==> src/rtl/alu_disp_pkg.sv <==
// alu_disp_pkg: shared FSM state, digit index type and special segment codes for alu_result_display.
package alu_disp_pkg;
  typedef enum logic [1:0] {IDLE, CONV, COMMIT} state_t;
  typedef logic [1:0] digit_idx_t;
  localparam logic [6:0] SEG_BLANK = 7'b1111111;
  localparam logic [6:0] SEG_MINUS = 7'b0111111;
  localparam logic [6:0] SEG_O     = 7'b1000000;
  localparam logic [6:0] SEG_F     = 7'b0001110;
endpackage

==> src/rtl/alu_result_display_seg7_decoder.sv <==
// seg7_decoder: 4-bit BCD to active-low {g,f,e,d,c,b,a}; 10..15 decode to blank.
module seg7_decoder import alu_disp_pkg::*; (
  input  logic [3:0] digit,
  output logic [6:0] seg
);
  always_comb begin
    case (digit)
      4'd0:    seg = 7'b1000000;
      4'd1:    seg = 7'b1111001;
      4'd2:    seg = 7'b0100100;
      4'd3:    seg = 7'b0110000;
      4'd4:    seg = 7'b0011001;
      4'd5:    seg = 7'b0010010;
      4'd6:    seg = 7'b0000010;
      4'd7:    seg = 7'b1111000;
      4'd8:    seg = 7'b0000000;
      4'd9:    seg = 7'b0010000;
      default: seg = SEG_BLANK;
    endcase
  end
endmodule

==> src/rtl/alu_result_display.sv <==
// alu_result_display: captures a signed ALU result, converts it to sign + 2 BCD digits, scans a 4-digit 7-seg display.
// Optional macro ALU_DISP_ZERO_BLANK_EN blanks a leading zero tens digit.
module alu_result_display import alu_disp_pkg::*; #(
  parameter int WIDTH       = 6,
  parameter int REFRESH_DIV = 100000
) (
  input  logic             CLK,
  input  logic             RST,
  input  logic             LOAD,
  input  logic [WIDTH-1:0] RES,
  input  logic             OF,
  output logic             READY,
  output logic [WIDTH-1:0] HOLD,
  output logic [3:0]       AN,
  output logic [6:0]       SEG,
  output logic             DP
);
  localparam int SW = $clog2(WIDTH + 1);
  localparam int CW = REFRESH_DIV > 1 ? $clog2(REFRESH_DIV) : 1;
  state_t state, state_n;
  logic of_q, sign_q, of_c, sign_c, last_step, wrap, zero_blank;
  logic [WIDTH-1:0] bin, mag;
  logic [7:0] bcd, bcd_adj, bcd_c;
  logic [SW-1:0] step;
  logic [CW-1:0] scan;
  digit_idx_t idx;
  logic [3:0] digit;
  logic [6:0] dec, seg_n;
  assign READY = state == IDLE;
  assign DP = 1'b1;
  assign last_step = step == SW'(WIDTH - 1);
  assign mag = RES[WIDTH-1] ? ~RES + WIDTH'(1) : RES;
  assign bcd_adj = {bcd[7:4] >= 4'd5 ? bcd[7:4] + 4'd3 : bcd[7:4],
                    bcd[3:0] >= 4'd5 ? bcd[3:0] + 4'd3 : bcd[3:0]};
  always_ff @(posedge CLK)
    state <= RST ? IDLE : state_n;
  always_comb begin
    state_n = LOAD ? CONV : state == CONV && last_step ? COMMIT : state == COMMIT ? IDLE : state;
  end
  // LOAD always wins so a new result restarts a conversion in flight
  always_ff @(posedge CLK) begin
    if (RST) begin
      HOLD <= '0;
      of_q <= 1'b0;
      sign_q <= 1'b0;
      bin <= '0;
      bcd <= '0;
      step <= '0;
      bcd_c <= '0;
      sign_c <= 1'b0;
      of_c <= 1'b0;
    end else if (LOAD) begin
      HOLD <= RES;
      of_q <= OF;
      sign_q <= RES[WIDTH-1];
      bin <= mag;
      bcd <= '0;
      step <= '0;
    end else if (state == CONV) begin
      bcd <= {bcd_adj[6:0], bin[WIDTH-1]};
      bin <= bin << 1;
      step <= step + SW'(1);
    end else if (state == COMMIT) begin
      bcd_c <= bcd;
      sign_c <= sign_q;
      of_c <= of_q;
    end
  end
`ifdef ALU_DISP_ZERO_BLANK_EN
  assign zero_blank = bcd_c[7:4] == 4'd0;
`else
  assign zero_blank = 1'b0;
`endif
  assign digit = idx == 2'd0 ? bcd_c[3:0] : idx == 2'd1 && !zero_blank ? bcd_c[7:4] : 4'hF;
  seg7_decoder u_dec (.digit(digit), .seg(dec));
  assign seg_n = of_c ? (idx == 2'd0 ? SEG_F : idx == 2'd1 ? SEG_O : SEG_BLANK)
               : idx == 2'd3 && sign_c ? SEG_MINUS : dec;
  assign wrap = scan == CW'(REFRESH_DIV - 1);
  always_ff @(posedge CLK) begin
    if (RST) begin
      scan <= '0;
      idx <= '0;
      AN <= 4'hF;
      SEG <= SEG_BLANK;
    end else begin
      scan <= wrap ? '0 : scan + CW'(1);
      idx <= wrap ? idx + 2'd1 : idx;
      AN <= ~(4'b0001 << idx);
      SEG <= seg_n;
    end
  end
endmodule

==> config.mk <==
export PLATFORM = sky130hd
export DESIGN_NAME = alu_result_display
export DESIGN_NICKNAME = d
export VERILOG_FILES = /design/src/rtl/alu_disp_pkg.sv /design/src/rtl/alu_result_display_seg7_decoder.sv /design/src/rtl/alu_result_display.sv
export SDC_FILE = /design/constraint.sdc
export NUM_CORES = 1
export LEC_CHECK = 0
export ABC_AREA = 0
export ABC_CLOCK_PERIOD_IN_PS = 2300
export CAP_MARGIN = 40
export CORE_AREA = 2 2 90 92
export DETAILED_ROUTE_END_ITERATION = 16
export DIE_AREA = 0 0 92 94
export SLEW_MARGIN = 20
export SYNTH_ARGS = -nofsm -noshare
export SYNTH_HDL_FRONTEND = slang
export SYNTH_SLANG_ARGS = --single-unit
==> constraint.sdc <==
create_clock -name CLK -period 2.3 [get_ports CLK]
set_input_delay 0.23 -clock CLK [delete_from_list [all_inputs] [get_ports CLK]]
set_output_delay 0.23 -clock CLK [all_outputs]
set_load 0.01 [all_outputs]
==> results.md, run 1 <==
- Post-route setup slack: 0.178 ns
- Flops & latches, synth: 66
- Clock Tree Buf Depth: 2
- GPL Wtd Cong: 0.839
- P_leak: 0.00140 uW
- Worst hold path class: register to register
- MaxCap Viol Count: 0
- Antenna cells: 0
- Post-Place Worst Slack: 0.143 ns
- Hold_sp: scan[0]
- Outcome: complete, no violations
- Post-synth EDFFs: 0
- Largest net degree at the start of global routing: 21
- Number of port buffers: 27
- RSZ-0062 raised after global routing: no
- Routed wire length: 5920 um
- VDD IR max: 277 uV
- Syn_nets: 385
- Maximum clock frequency: 471 MHz
- I/O pins: 29
- Syn-to-layout area delta: 17.9%
- Final Critical Period: 2.12 ns
- Largest area contributor in the netlist: dfxtp_1
- Num rows: 32
- Synth top area share: 42.5%
- Num CTS Buffers: 9
- Number of DRC markers in iteration 0: 120
- Final Non-Filler Cells: 495
- Fin. Hold Viols: 0
- Post-Syn Area: 0.00311 mm2
- Antenna violations before repair: 0
- Final slew viol count: 0
- GRT Overall Usage: 15.0%
- Slew of the pin with the lowest slew margin: 0.577 ns
- Vias per cell: 4.95
- Die Width: 92 um
- CP endpoint kind: register
- Mapped Cells: 362
- Vias in the first global route: 2,373
- Htree depth: 3
- Yosys cell types: 52
- Worst Setup Path Type: register to register
- Pwr dens: 627 mW/mm2
- Die height: 94 um
- Share of cells above drive strength 1: 7.89%
- Via count: 2,448
- Synth Flop Type: dfxtp_1
- Sum Neg Setup Slack: 0 ns
- Slew Limit Headroom: 61.2%
- Syn Area/Cell: 8.59 um2
- # clock sinks: 66
- Worst Path Arrival: 2.35 ns
- First-pass GRT wire length: 10,500 um
- Grt ovf: 0
- Placed cell count: 479
- Remaining DRCs: 0
- Clk root buf: clkbuf_8
- Core area: 0.00761 mm2
- Drt first pass iters: 4
- Dpl hpwl: 4150 um
- Die area: 0.00865 mm2
- Final ANT Viol Nets: 0
- Fin crit share: 92.3%
- Setup crit start: idx[1]
- Warnings from Yosys: 0
- Post-synthesis sequential area ratio: 42.5%
- CTS tree: done
- Required time of the critical path: 2.52 ns
- Largest cells by area after synthesis: dfxtp_1, nor2_1, mux2i_1, ha_1, a21oi_1
- Clk_lat worst skew: 0.34 ns
- Startpoint types: register
- R2R Path Start: idx[1]
- Initial Utilization: 40.9%
- Endpoints failing setup: 0
- Post-Route Skew: 0.00737 ns
- CP Max Fanout: 7
- Async set or reset register ratio after synthesis: 0%
- Reg clk slew, reported paths: 0.07 ns
- Nets: 411
- Drt wl/cell: 12.0 um
-- critical path: stages, from the launching register on --
cell and delay (ns):
dfxtp_1 0.38, inv_1 0.08, ha_1 0.21, inv_2 0.15, mux2i_2 0.28, inv_1 0.12, ha_1 0.21, and2b_1 0.21
o21ai_1 0.07, a221o_1 0.31
-- sequential cells by signal, indices dropped and copies added, names as in the netlist --
register and cells:
sign_c 1, bcd 8, bcd_c 8, of_c 1, idx 2, scan 17, bin 6, AN 4
SEG 7, state 2, HOLD 6, of_q 1, step 3
-- power by group --
| part | total [uW] | switching (uW) | internal, uW |
|---|---|---|---|
| Sequential | 1190 | 15.9 | 1170 |
| Clock | 955 | 428 | 527 |
| Combinational | 158 | 80.2 | 77.6 |
-- synthesized netlist by cell type, types with 2 or more instances --
cell type	count
buf_1	2
clkbuf_1	8
o21ai_1	4
and2_1	4
a21oi_1	26
nand3_1	13
a211oi_1	6
nand3b_1	2
o21ai_0	7
a21o_1	3
buf_4	4
and4_1	2
nand4_1	4
nand2b_1	10
a22o_1	2
nor2_1	59
and3_1	3
nor2b_1	3
nand2_1	29
nor3_1	2
buf_2	5
mux2i_1	17
ha_1	13
dfxtp_1	66
nor3b_1	2
xnor2_1	12
xor2_1	14
inv_1	16
-- path summary, 6_finish.rpt --
check,endpoint,slack (ns),depth (start not counted)
worst max register to register,SEG[6],0.18,9
worst min register to register,scan[0],0.45,1
worst min-delay path,scan[0],0.45,1
worst max-delay path,SEG[6],0.18,9
-- metrics by stage --
step                power [uW]  hold WS [ns]  utilization, %  cell area, um2
finish                    2300         0.453            48.2            3670
CTS                       2330         0.460            48.1            3660
detailed placement        1370         0.450            45.6            3470
floorplan                 1310         0.377               -            3110
global route              2420         0.476            48.2            3670
global placement          1370         0.431            45.6            3470
-- cell usage in the layout, fill, tap and decap left out, types with 2 or more instances in the layout --
cell / instances
a211oi_1: 6
a21o_1: 3
a21oi_1: 26
a22o_1: 2
and2_1: 4
and3_1: 3
and4_1: 2
buf_4: 7
clkbuf_8: 10
clkdlybuf4s50_1: 27
clkinv_2: 3
dfxtp_1: 65
ha_1: 13
inv_1: 16
mux2i_1: 16
nand2_1: 29
nand2b_1: 10
nand3_1: 13
nand3b_1: 2
nand4_1: 4
nor2_1: 59
nor2b_1: 3
nor3_1: 2
nor3b_1: 2
o21ai_0: 7
o21ai_1: 4
xnor2_1: 12
xor2_1: 14
-- metal layers --
metal,wire length [um],up-vias,track usage (%)
met2,2640,53,23.9
li1,-,1260,-
met3,237,13,4.74
met5,0,-,0
met4,106,0,6.47
met1,2930,1122,18.8
-- kinds of logic after synthesis --
kind of cell    Yosys count  share of synthesized area [%]
buf+inv                  36                           5.03
flops                    66                           42.5
mux                      17                           5.47
compound gates           58                           11.5
xor+xnor                 26                           7.32
simple gates            145                           22.8
other cells               1                          0.121
fa+ha+maj                13                           5.23
-- final cells by class --
class | count | area [um2]
flip-flops and latches | 66 | 1320
multi-input cells | 260 | 1640
fillers | 756 | 3940
clock inverters | 5 | 53.8
repair buffers | 34 | 323
inverters | 17 | 63.8
clock buffers | 11 | 141
well taps | 102 | 128
-- what timing repair did --
action | 4_1_cts | 5_1_grt
gates resized for setup | 0 | 2
setup endpoints to repair | 0 | 1
buffers inserted | 0 | 0
hold buffers | 0 | 0
Note: power is estimated with default switching activity, not from simulation.
==> run 2, diff against run 1 <==
- CORE_AREA: 2 2 90 92 -> 2 2 86 88
- DIE_AREA: 0 0 92 94 -> 0 0 88 90
==> results.md, run 2 (synthesis gave the netlist of run 1 again) <==
- Outcome: complete, no violations
- Commonest non-fill, non-tap cell in the layout: dfxtp_1
- Placed cell count: 475
- Most frequent cells in the layout: dfxtp_1, nor2_1, nand2_1
- CP max-delay cell: dfxtp_1
- Remaining DRCs: 0
- Antenna cells: 0
- RSZ-0062 raised after global routing: no
- Maximum clock frequency: 472 MHz
- Sum Neg Setup Slack: 0 ns
- Num rows: 31
- Final slew viol count: 0
- Top flop regs: scan: 17 flops, bcd: 8 flops, bcd_c: 8 flops
- Post-CTS Resized: 0
- Drt wl/cell: 12.0 um
- Worst hold path class: register to register
- Worst Setup Path Type: register to register
- Max reg flops: 17
- Grt ovf: 0
- Hold_buf cts: 0
- Startpoint types: register
- Pwr dens: 660 mW/mm2
- CTS tree: done
- Slew Limit Headroom: 60.6%
- Die area: 0.00792 mm2
- R2R setup slack: 0.18 ns
- P_leak: 0.00140 uW
- Drt first pass iters: 4
- Vias in the first global route: 2,379
- Number of port buffers: 27
- Slew of the pin with the lowest slew margin: 0.587 ns
- Critical path's largest stage delay: 0.40 ns
- Clk root buf: clkbuf_8
- Htree depth: 3
- Syn-to-layout area delta: 18.9%
- Core area: 0.00702 mm2
- Fill cells: 694
- Routed wire length: 5910 um
- Num CTS Buffers: 9
- Cell family with most CP delay: adder cells
- # clock sinks: 66
- Die height: 90 um
- I/O pins: 29
- Endpoints failing setup: 0
- Pwr Total: 2440 uW
- Cell breakdown of the critical path: inv_1, ha_1, inv_2, mux2i_4, inv_1, ha_1, and2b_1, o21ai_1, a221o_1
- Worst path bufs/invs: 3
- Worst Path Arrival: 2.34 ns
- GRT Overall Usage: 16.4%
- Fin. Hold Viols: 0
- Fin crit share: 92.0%
- Clk_lat worst skew: 0.34 ns
- Reg clk slew, reported paths: 0.07 ns
- Clock Tree Buf Depth: 2
- CP endpoint kind: register
- MaxCap Viol Count: 0
- Initial Utilization: 44.3%
- Dpl hpwl: 4100 um
- Final ANT Viol Nets: 0
- Post-Place Worst Slack: 0.183 ns
- VDD IR max: 401 uV
- Number of DRC markers in iteration 0: 88
- First-pass GRT wire length: 10,500 um
- Final Critical Period: 2.12 ns
- Final Non-Filler Cells: 491
- Post-CTS setup buffer count: 0
- Largest Register: scan
- Vias per cell: 4.99
- Via count: 2,449
- Die Width: 88 um
- Nets: 410
- GPL Wtd Cong: 0.815
- CP Max Fanout: 7
- Largest net degree at the start of global routing: 29
- Share of cells above drive strength 1: 7.91%
- Required time of the critical path: 2.52 ns
- Antenna violations before repair: 0
- Post-route setup slack: 0.183 ns
- Post-Route Skew: 0.0108 ns
run 2: worst min-delay path, stage by stage (launching register included):
cell and delay, ns:
dfxtp_1 0.31, nand2_1 0.05, a21oi_1 0.05
run 2: path summary, 6_finish.rpt:
| kind | from | end | cells after the start |
|---|---|---|---|
| setup / recovery | idx[0] | SEG[6] | 9 |
| hold / removal | bin[5] | bcd[0] | 2 |
| setup reg to reg | idx[0] | SEG[6] | 9 |
| hold reg to reg | bin[5] | bcd[0] | 2 |
run 2: where the power goes:
group	internal, uW	total (uW)	leakage (uW)	switching, uW
Sequential	1170	1190	0.000538	15.5
Combinational	76.5	157	0.000752	80.7
Clock	641	1100	0.000109	454
run 2: through the flow:
step / instance area (um2) / hold WS [ns] / util [%]
after global routing: 3700 / 0.494 / 52.7
after CTS: 3680 / 0.448 / 52.5
after floorplan: 3110 / 0.377 / -
after global placement: 3460 / 0.431 / 49.2
after detailed placement: 3460 / 0.438 / 49.2
final: 3700 / 0.447 / 52.7
run 2: final cells by class:
| type | count | area, um2 | area share, % |
|---|---|---|---|
| clock buffer | 10 | 138 | 3.72 |
| tap | 99 | 124 | 3.35 |
| sequential | 66 | 1320 | 35.7 |
| timing repair buffer | 33 | 315 | 8.53 |
| inverter | 17 | 63.8 | 1.73 |
| clock inverter | 6 | 88.8 | 2.40 |
| multi-input combinational | 260 | 1650 | 44.5 |
run 2: metal layers:
metal / GRT usage (%) / part of all wire, % / up-vias
met5: 0 / 0 / -
met4: 6.54 / 2.2 / 0
met3: 4.78 / 4.2 / 10
met2: 26.3 / 45 / 45
met1: 20.3 / 48 / 1135
li1: - / - / 1259
